===== config.mk =====
export PLATFORM = sky130hd
export DESIGN_NAME = poly_tone_gen_flat
export DESIGN_NICKNAME = d
export VERILOG_FILES = /design/src/rtl/poly_tone_gen_if.sv /design/src/rtl/poly_tone_gen.sv /design/src/flat_wrapper.sv
export SDC_FILE = /design/constraint.sdc
export NUM_CORES = 1
export LEC_CHECK = 0
export CORE_MARGIN = 10
export CORE_UTILIZATION = 60
export CTS_BUF_LIST = sky130_fd_sc_hd__clkbuf_4
export DETAILED_ROUTE_END_ITERATION = 6
export PLACE_DENSITY = 0.92
export SLEW_MARGIN = 20
export SYNTH_ARGS = -nofsm -noshare
export SYNTH_HDL_FRONTEND = slang
export SYNTH_SLANG_ARGS = --single-unit

===== constraint.sdc =====
create_clock -name clk -period 3.33 [get_ports clk]
set_clock_uncertainty 0.15 [all_clocks]
set_input_delay 0.999 -clock clk [delete_from_list [all_inputs] [get_ports clk]]
set_output_delay 0.999 -clock clk [all_outputs]
set_load 0.005 [all_outputs]

===== src/rtl/poly_tone_gen_if.sv =====
// Control/status bundle for poly_tone_gen: per-voice note, octave and gate in,
// per-voice wave/active and the registered mix count out.
interface poly_tone_gen_if #(
    parameter int NUM_VOICES = 4,
    parameter int OCT_W      = 2
);
    localparam int MIX_W = $clog2(NUM_VOICES + 1);

    logic [7*NUM_VOICES-1:0]     note_sel;
    logic [OCT_W*NUM_VOICES-1:0] octave;
    logic [NUM_VOICES-1:0]       gate;
    logic [NUM_VOICES-1:0]       wave;
    logic [NUM_VOICES-1:0]       active;
    logic [MIX_W-1:0]            mix;

    modport master (output note_sel, octave, gate, input wave, active, mix);
    modport slave  (input note_sel, octave, gate, output wave, active, mix);
endinterface


===== src/rtl/poly_tone_gen.sv =====
// poly_tone_gen: NUM_VOICES independent square-wave voices plus a registered
// count of voices currently high. Each voice is one poly_tone_voice instance.

// One voice: 2-state FSM with a half-period down-counter. Pitch and gate are
// only sampled on half-period boundaries so pitch changes never make runts.
module poly_tone_voice #(
    parameter int CLK_HZ = 25_000_000,
    parameter int DIV_W  = 20,
    parameter int OCT_W  = 2
) (
    input  logic             clk,
    input  logic             rst_n,
    input  logic [6:0]       note_i,
    input  logic [OCT_W-1:0] oct_i,
    input  logic             gate_i,
    output logic             wave_o,
    output logic             active_o
);
    // Base half-periods, CLK_HZ / (2*f) truncated
    localparam logic [DIV_W-1:0] HP_A = DIV_W'(CLK_HZ / 440);
    localparam logic [DIV_W-1:0] HP_B = DIV_W'(CLK_HZ / 494);
    localparam logic [DIV_W-1:0] HP_C = DIV_W'(CLK_HZ / 522);
    localparam logic [DIV_W-1:0] HP_D = DIV_W'(CLK_HZ / 588);
    localparam logic [DIV_W-1:0] HP_E = DIV_W'(CLK_HZ / 660);
    localparam logic [DIV_W-1:0] HP_F = DIV_W'(CLK_HZ / 698);
    localparam logic [DIV_W-1:0] HP_G = DIV_W'(CLK_HZ / 784);

    typedef enum logic {IDLE = 1'b0, RUN = 1'b1} state_t;

    state_t           state_q, state_d;
    logic             wave_q, wave_d;
    logic [DIV_W-1:0] cnt_q, cnt_d;

    logic [DIV_W-1:0] hp, n_eff, reload;
    logic             playable;

    // Decode the requested note into its half-period and the reload value
    always_comb begin
        hp = '0;
        case (note_i)
            7'b1000000: hp = HP_A;
            7'b0100000: hp = HP_B;
            7'b0010000: hp = HP_C;
            7'b0001000: hp = HP_D;
            7'b0000100: hp = HP_E;
            7'b0000010: hp = HP_F;
            7'b0000001: hp = HP_G;
            default:    hp = '0;
        endcase
        playable = gate_i && (note_i != 7'd0) && ((note_i & (note_i - 7'd1)) == 7'd0);
        n_eff    = hp >> oct_i;
        if (n_eff == '0) n_eff = DIV_W'(1);
        // The counter holds "cycles left after this one", so a half of N cycles reloads N-1
        reload   = n_eff - DIV_W'(1);
    end

    // State register: FSM state, output level and half-period counter
    always_ff @(posedge clk or negedge rst_n) begin
        if (!rst_n) begin
            state_q <= IDLE;
            wave_q  <= 1'b0;
            cnt_q   <= '0;
        end else begin
            state_q <= state_d;
            wave_q  <= wave_d;
            cnt_q   <= cnt_d;
        end
    end

    // Next state: inputs matter only in IDLE or at a counter boundary in RUN
    always_comb begin
        state_d = state_q;
        wave_d  = wave_q;
        cnt_d   = cnt_q;
        case (state_q)
            IDLE: begin
                if (playable) begin
                    state_d = RUN;
                    wave_d  = 1'b1;
                    cnt_d   = reload;
                end
            end
            RUN: begin
                if (cnt_q != '0) begin
                    cnt_d = cnt_q - DIV_W'(1);
                end else if (playable) begin
                    wave_d = ~wave_q;
                    cnt_d  = reload;
                end else begin
                    wave_d  = 1'b0;
                    state_d = IDLE;
                    cnt_d   = '0;
                end
            end
            default: begin
                state_d = IDLE;
                wave_d  = 1'b0;
                cnt_d   = '0;
            end
        endcase
    end

    // Outputs straight from registered state
    always_comb begin
        wave_o   = wave_q;
        active_o = (state_q == RUN);
    end
endmodule

module poly_tone_gen #(
    parameter int CLK_HZ     = 25_000_000,
    parameter int NUM_VOICES = 4,
    parameter int DIV_W      = 20,
    parameter int OCT_W      = 2
) (
    input  logic            clk,
    input  logic            rst_n,
    poly_tone_gen_if.slave  bus
);
    localparam int MIX_W = $clog2(NUM_VOICES + 1);

    // The longest half-period (A) must fit in the counter
    if ((64'(CLK_HZ) / 64'd440) >= (64'd1 << DIV_W)) begin : g_div_chk
        $error("poly_tone_gen: DIV_W too small for CLK_HZ/440");
    end

    logic [NUM_VOICES-1:0] wave_w, active_w;
    logic [MIX_W-1:0]      mix_q, mix_d;

    for (genvar v = 0; v < NUM_VOICES; v++) begin : g_voice
        poly_tone_voice #(
            .CLK_HZ (CLK_HZ),
            .DIV_W  (DIV_W),
            .OCT_W  (OCT_W)
        ) u_voice (
            .clk      (clk),
            .rst_n    (rst_n),
            .note_i   (bus.note_sel[7*v +: 7]),
            .oct_i    (bus.octave[OCT_W*v +: OCT_W]),
            .gate_i   (bus.gate[v]),
            .wave_o   (wave_w[v]),
            .active_o (active_w[v])
        );
    end

    // Population count of voices currently high
    always_comb begin
        mix_d = '0;
        for (int i = 0; i < NUM_VOICES; i++) mix_d = mix_d + MIX_W'(wave_w[i]);
    end

    // Mix register, one cycle behind wave
    always_ff @(posedge clk or negedge rst_n) begin
        if (!rst_n) mix_q <= '0;
        else        mix_q <= mix_d;
    end

    assign bus.wave   = wave_w;
    assign bus.active = active_w;
    assign bus.mix    = mix_q;
endmodule


===== src/flat_wrapper.sv =====
// flat-port wrapper written by rule: the top's interface ports become plain ports
module poly_tone_gen_flat 
#(
    parameter int CLK_HZ     = 25_000_000,
    parameter int NUM_VOICES = 4,
    parameter int DIV_W      = 20,
    parameter int OCT_W      = 2
)
  (clk, rst_n, bus_note_sel, bus_octave, bus_gate, bus_wave, bus_active, bus_mix);
  poly_tone_gen_if #(.NUM_VOICES(NUM_VOICES), .OCT_W(OCT_W)) bus_i ();
  input  logic clk;
  input  logic rst_n;
  input wire logic [$bits(bus_i.note_sel)-1:0] bus_note_sel;
  input wire logic [$bits(bus_i.octave)-1:0] bus_octave;
  input wire logic [$bits(bus_i.gate)-1:0] bus_gate;
  output wire logic [$bits(bus_i.wave)-1:0] bus_wave;
  output wire logic [$bits(bus_i.active)-1:0] bus_active;
  output wire logic [$bits(bus_i.mix)-1:0] bus_mix;
  assign bus_i.note_sel = bus_note_sel;
  assign bus_i.octave = bus_octave;
  assign bus_i.gate = bus_gate;
  assign bus_wave = bus_i.wave;
  assign bus_active = bus_i.active;
  assign bus_mix = bus_i.mix;
  poly_tone_gen #(.CLK_HZ(CLK_HZ), .NUM_VOICES(NUM_VOICES), .DIV_W(DIV_W), .OCT_W(OCT_W)) u_core (.clk(clk), .rst_n(rst_n), .bus(bus_i));
endmodule

# ---- After elaboration in Yosys (flattened, before gate mapping)
# Cells that the tools add are included.
# W data, S select, Z words.
dict set report totals {
  regBits 91
  latchBits 0
  mem_bits_rw 0
  romBits 0
  out_inout_bits 11
  elab_cells 160
  mem_count 0
}
dict set report classes {
  n_addsub 15
  multipliers 0
  div_mod_pow 0
  n_lt_le_gt_ge 0
  eq_ne 36
  shift 4
  muxes 52
  n_bitwise 12
  n_reduce_logical 28
}
# cell n
set ops {}
lappend ops {{$pmux W16 S7} 4}
lappend ops {{$mux W20} 16}
lappend ops {{$pmux W20 S2} 4}
lappend ops {{$sub A20 B1 Y20 const B} 8}
lappend ops {{$logic_not A20 Y1} 4}
lappend ops {{$reduce_bool A20 Y1} 4}
lappend ops {{$shr A20 B2 Y20} 4}
lappend ops {{$and A7 B7 Y7} 4}
lappend ops {{$eq A7 B1 Y1 const B} 4}
lappend ops {{$eq A7 B2 Y1 const B} 4}
lappend ops {{$eq A7 B3 Y1 const B} 4}
lappend ops {{$eq A7 B4 Y1 const B} 4}
lappend ops {{$eq A7 B5 Y1 const B} 4}
lappend ops {{$eq A7 B6 Y1 const B} 4}
lappend ops {{$eq A7 B7 Y1 const B} 4}
lappend ops {{$logic_not A7 Y1} 4}
lappend ops {{$reduce_bool A7 Y1} 4}
lappend ops {{$sub A7 B1 Y7 const B} 4}
lappend ops {{$mux W1} 20}
lappend ops {{$ne A2 B2 Y1 const B} 8}
lappend ops {{$pmux W1 S2} 8}
lappend ops {{$logic_and A1 B1 Y1} 8}
lappend ops {{$not A1 Y1} 8}
lappend ops {{$reduce_and A2 Y1} 4}
lappend ops {{other kinds (2)} 3}

# ---- Depth between registers and ports, before layout
dict set report depth {
  word_depth 9
  mapped_depth 14
}

# ---- Modules after synthesis
# Synthesis repeated with hierarchy kept, for this count alone.
dict set report unflattened {
  cells_unflattened 1203
  hier_area_um2 9106.2
}
# mod n_inst cells_per_inst area_per_inst_um2 seq_area_each_um2
set modules_own_cells {}
lappend modules_own_cells {{poly_tone_voice at u_core.g_voice[0].u_voice ...} 2 303 2237.1 550.5}
lappend modules_own_cells {{poly_tone_voice at u_core.g_voice[2].u_voice} 1 287 2268.4 550.5}
lappend modules_own_cells {{poly_tone_voice at u_core.g_voice[3].u_voice} 1 299 2224.6 550.5}
lappend modules_own_cells {poly_tone_gen 1 11 138.9 75.1}

# ---- Worst setup path after synthesis
# No wires, ideal clock.
dict set report synth_timing {
  path_kind {input port to flip-flop}
  start {input bus_note_sel[23]}
  end {register u_core.g_voice[3].u_voice.cnt_q[6]}
  arrival_ps 3611
  t_required_ps 3060
  setup_slack_ps -551
  cell_stages 11
  path_buffers 0
  path_cell_list {nor4_1 -> nor4bb_1 -> nor3_1 -> mux2i_1 -> a221oi_1 -> ha_1 -> nand2_1 -> or3_1 -> a31oi_1 -> nand3_1 -> a31o_2}
}
dict set report synth_between {
  elab_chain_len 9
  word_cells_on_any_way 23
  classes_between {2 x add/sub; 8 x eq/ne; 1 x shift; 6 x mux; 1 x bitwise; 5 x reduce/logical}
}
# item line_no
set synth_lines {}
lappend synth_lines {{start: declaration} flat_wrapper.sv:13} ;# input wire logic [$bits(bus_i.note_sel)-1:0] bus_note_sel;
lappend synth_lines {{$eq A7 B1 Y1 (tied with other cells)} poly_tone_gen.sv:40} ;# case (note_i)
lappend synth_lines {{$pmux W16 S7} poly_tone_gen.sv:40}
lappend synth_lines {{$shr A20 B2 Y20} poly_tone_gen.sv:51} ;# n_eff = hp >> oct_i;
lappend synth_lines {{$logic_not A20 Y1} poly_tone_gen.sv:52} ;# if (n_eff == '0) n_eff = DIV_W'(1);
lappend synth_lines {{$mux W20} poly_tone_gen.sv:52}
lappend synth_lines {{$sub A20 B1 Y20} poly_tone_gen.sv:54} ;# reload = n_eff - DIV_W'(1);
lappend synth_lines {{$mux W20} poly_tone_gen.sv:86} ;# end else if (playable) begin
lappend synth_lines {{$mux W20} poly_tone_gen.sv:84} ;# if (cnt_q != '0) begin
lappend synth_lines {{$pmux W20 S2} poly_tone_gen.sv:75} ;# case (state_q)
lappend synth_lines {{end signal: assignment} poly_tone_gen.sv:66} ;# cnt_q <= cnt_d;
lappend synth_lines {{end: declaration} poly_tone_gen.sv:32} ;# logic [DIV_W-1:0] cnt_q, cnt_d;
# Several ways; a longest one is shown, not always the timed one. The select of a mux whose other input is x is not followed.
# A chain may end at the register's enable or synchronous reset.

# ---- Worst setup path in the final report
dict set report layout_timing {
  start {input bus_note_sel[16]}
  end {register u_core.g_voice[2].u_voice.cnt_q[8]}
}
dict set report layout_between {
  elab_chain_len 9
  word_cells_on_any_way 23
  classes_between {2 x add/sub; 8 x eq/ne; 1 x shift; 6 x mux; 1 x bitwise; 5 x reduce/logical}
}
# item line_no
set layout_lines {}
lappend layout_lines {{$eq A7 B1 Y1 (tied with other cells)} poly_tone_gen.sv:40}
lappend layout_lines {{$pmux W16 S7} poly_tone_gen.sv:40}
lappend layout_lines {{$shr A20 B2 Y20} poly_tone_gen.sv:51}
lappend layout_lines {{$logic_not A20 Y1} poly_tone_gen.sv:52}
lappend layout_lines {{$mux W20} poly_tone_gen.sv:52}
lappend layout_lines {{$sub A20 B1 Y20} poly_tone_gen.sv:54}
lappend layout_lines {{$mux W20} poly_tone_gen.sv:86}
lappend layout_lines {{$mux W20} poly_tone_gen.sv:84}
lappend layout_lines {{$pmux W20 S2} poly_tone_gen.sv:75}
lappend layout_lines {{end signal: assignment} poly_tone_gen.sv:66}
lappend layout_lines {{end: declaration} poly_tone_gen.sv:32}
# Several ways; a longest one is shown, not always the timed one. The select of a mux whose other input is x is not followed.

==> flow_summary.yaml <==
synth:
  synth_compound_area_frac: 0.283
  synth_seq_area_share: 0.258
  async_reset_ff_frac: 1.00
  avgSynthCellArea_um2: 7.39
  synth_ff_type: "dfrtp_1"
  postSynthRegisterBits: 91
  yosys.area_share.simple: 0.294
  synthXorXnorAreaFrac: 0.0466
  synth_top_family_by_area: "simple AND/OR/NAND/NOR gates"
  synthMuxAreaShare: 0.0310
  synth_edf_count: 0
  synth_area_um2: 8830
  syn-num-nets: 1252
  yosys_warnings: 0
  postSynthCellCount: 1195
  synthDistinctLibCells: 86
  synthAdderAreaFrac: 0.0244
finish:
  fin_area_um2: 11400
  fin_util: 0.787
  n_fill_cell: 941
  n_antenna_cell: 0
  area_growth_pct: 29.0
  final_nets: 1453
  drive_gt1_frac: 0.241
power:
  ir_drop_mv: 0.181
  fin_total_pwr_mw: 2.92
  power.leakage_nw: 4.57
  powerDensity_nw_per_um2: 256
sta:
  setup_viol: 0
  hold_slack_ps: 296
  drv_slew: 0
  post-route-period-util: 0.991
  setup_tns_ps: 0
  worst_slew_pin_slew_ps: 827
  slew_headroom: 0.446
  period_minus_slack_ps: 3300
  rsz0062_at_grt: "yes"
  hold_viol: 0
  max_freq_ghz: 0.303
placement:
  numPortBuffers: 52
  place_congestion: 0.966
  place_area_um2: 11000
  hpwlAfterDp_mm: 20.4
clocking:
  clock_latency_ps: 510
  cts_buffer_depth: 2
  tritoncts: "done"
  cts.sinks: 91
  numCtsBuffers: 9
  clkTransAtPathRegs_ps: 150
  cts.htree.levels: 3
  cts_root_buf: "clkbuf_4"
floorplan:
  ios: 53
  initial_core_util: 0.610
  core_um2: 14500
  rows: 44
  die-width_um: 141
  die_h_um: 141
  dieArea_um2: 20000
detailed_routing:
  drt_iter0_markers: 1246
  num_vias: 10726
  route.detailed.drc: 0
  totalWireLength_mm: 28.2
  routedWlPerCell_um: 17.8
  antenna_left: 0
  firstDrtPassIters: 7
  vias_per_cell: 6.77
global_routing:
  overflow: 0
  grt_pass1_vias: 10210
  grt_first_pass_wirelength_mm: 47.1
  grt_max_degree: 52
  grt_use_total: 0.272
  antenna_found_initial: 0
setup_path:
  critPathMaxStageDelay_ps: 510
  required_ps: 3590
  slowest_stage: "clkdlybuf4s50_1"
  cp_cell_sequence: "clkdlybuf4s50_1 -> buf_4 -> nor2b_1 -> o21ai_0 -> a2111o_1 -> a21oi_1 -> o21ai_0 -> ha_2 -> nand3_1 -> a21oi_1 -> a221o_1"
  path_buf_inv: 2
  path_class: "in -> reg"
  cp_top_family: "compound AO/OA/AOI/OAI gates"
  critPathCaptureType: "flip-flop"
  startpoint_type: "input pin"
  crit_fanout: 5
  arrival_ps: 3560
hold_path:
  hp-class: "in -> async"
job:
  cap_violations: 0
status:
  status: "completed"
==> per-stage QoR <==
stage / cells / setup WS (ps)
2_1_floorplan: 1195 / -243
3_3_place_gp: 1563 / -785
3_5_place_dp: 1563 / -939
4_1_cts: 1583 / 20.6
5_1_grt: 1585 / -100
6_report: 1585 / 29.2
==> power by group <==
group          leakage, nW  total [mW]  switching (mW)  internal (mW)
Sequential           0.966        1.31           0.111           1.20
Combinational         3.53       0.880           0.482          0.398
Clock               0.0749       0.734           0.423          0.311
Total                 4.57        2.92            1.02           1.91
==> area by class of cell <==
| type | instances | area [µm²] | area share |
|---|---|---|---|
| multi-input combinational | 973 | 6310 | 0.554 |
| sequential | 91 | 2280 | 0.200 |
| timing repair buffer | 281 | 2260 | 0.198 |
| tap | 184 | 230 | 0.0202 |
| inverter | 40 | 150 | 0.0132 |
| clock inverter | 6 | 90.1 | 0.00790 |
| clock buffer | 10 | 75.1 | 0.00659 |
==> cell usage after synthesis, types with 9 or more instances <==
| master | instances | area, µm² |
|---|---|---|
| nor2_1 | 132 | 495 |
| o21ai_0 | 121 | 606 |
| dfrtp_1 | 91 | 2280 |
| nand2_1 | 88 | 330 |
| a21oi_1 | 73 | 365 |
| nor3_1 | 64 | 320 |
| nand3_1 | 61 | 305 |
| clkbuf_1 | 58 | 218 |
| inv_1 | 36 | 135 |
| xor2_1 | 33 | 289 |
| nor4_1 | 26 | 163 |
| buf_2 | 19 | 95.1 |
| or3_1 | 19 | 119 |
| a211oi_1 | 18 | 135 |
| o221ai_1 | 18 | 158 |
| o211ai_1 | 16 | 120 |
| mux2i_1 | 15 | 150 |
| or4_1 | 15 | 113 |
| ha_1 | 14 | 175 |
| xnor2_1 | 14 | 123 |
| nor4b_1 | 12 | 105 |
| o31ai_1 | 12 | 90.1 |
| or2_2 | 12 | 75.1 |
| a211o_1 | 11 | 96.3 |
| nand4_1 | 11 | 68.8 |
| o22ai_1 | 11 | 68.8 |
| a31oi_1 | 10 | 62.6 |
| and2_1 | 10 | 62.6 |
| nor2b_1 | 10 | 62.6 |
| and3_1 | 9 | 56.3 |
| mux2_2 | 9 | 101 |
| nor3b_1 | 9 | 67.6 |
| o311ai_0 | 9 | 78.8 |
==> sequential cells by signal (all words and copies together), names as in the netlist <==
| register | count |
|---|---|
| u_core.bus.mix | 3 |
| u_core.g_voice.u_voice.wave_o | 4 |
| u_core.g_voice.u_voice.cnt_q | 80 |
| u_core.g_voice.u_voice.active_o | 4 |
==> routing by layer <==
metal	up-vias	global-route usage	part of all wire
met2	652	0.469	0.50
met5	-	0	0
met4	0	0.103	0.038
met1	5018	0.329	0.39
met3	150	0.0517	0.079
li1	4906	-	-
==> cells by family (layout without fill, tap and decap cells) <==
logic type	Yosys count	in the layout
xor gates and xnor gates	47	47
muxes	25	25
buffers and inverters	131	337
DFF	91	91
AOI/OAI and AO/OA	378	378
and+or+nand+nor	506	506
adders and majority gates	17	17
==> placed cells by master (no fill, tap or decap), drive strengths merged, types with 14 or more instances in the layout <==
cell / netlist / routed
dfrtp: 91 / 91
a21oi: 74 / 74
ha: 14 / 14
o221ai: 19 / 19
xnor2: 14 / 14
or4: 16 / 16
inv: 37 / 37
nand2: 88 / 88
buf: 33 / 234
nand3: 61 / 61
nor3: 65 / 65
o211ai: 16 / 16
clkdlybuf4s50: 0 / 40
nor4: 31 / 31
xor2: 33 / 33
or3: 19 / 19
a211oi: 18 / 18
mux2i: 15 / 15
o21ai: 123 / 123
nor2: 133 / 133
==> timing repair <==
| item | 4_1_cts | 5_1_grt |
|---|---|---|
| gates resized for setup | 44 | 39 |
| setup buffers | 4 | 2 |
| pin swaps | 10 | 17 |
| hold buffers | 0 | 0 |
| endpoints found under the setup margin | 12 | 16 |
==> worst paths after layout <==
check,cells past startpoint,to,from,slack (ps)
hold reg to reg,1,u_core.g_voice[0].u_voice.cnt_q[19],u_core.g_voice[0].u_voice.cnt_q[19],340
min in group clk,1,u_core.g_voice[0].u_voice.cnt_q[19],u_core.g_voice[0].u_voice.cnt_q[19],340
setup reg to reg,8,u_core.g_voice[3].u_voice.cnt_q[13],u_core.g_voice[3].u_voice.cnt_q[10],320
setup / recovery,11,u_core.g_voice[2].u_voice.cnt_q[8],bus_note_sel[16],30
hold / removal,1,u_core.g_voice[1].u_voice.cnt_q[9],rst_n,300
max in group asynchronous,2,u_core.g_voice[3].u_voice.cnt_q[16],rst_n,2070
(Power assumes the default switching activity.)
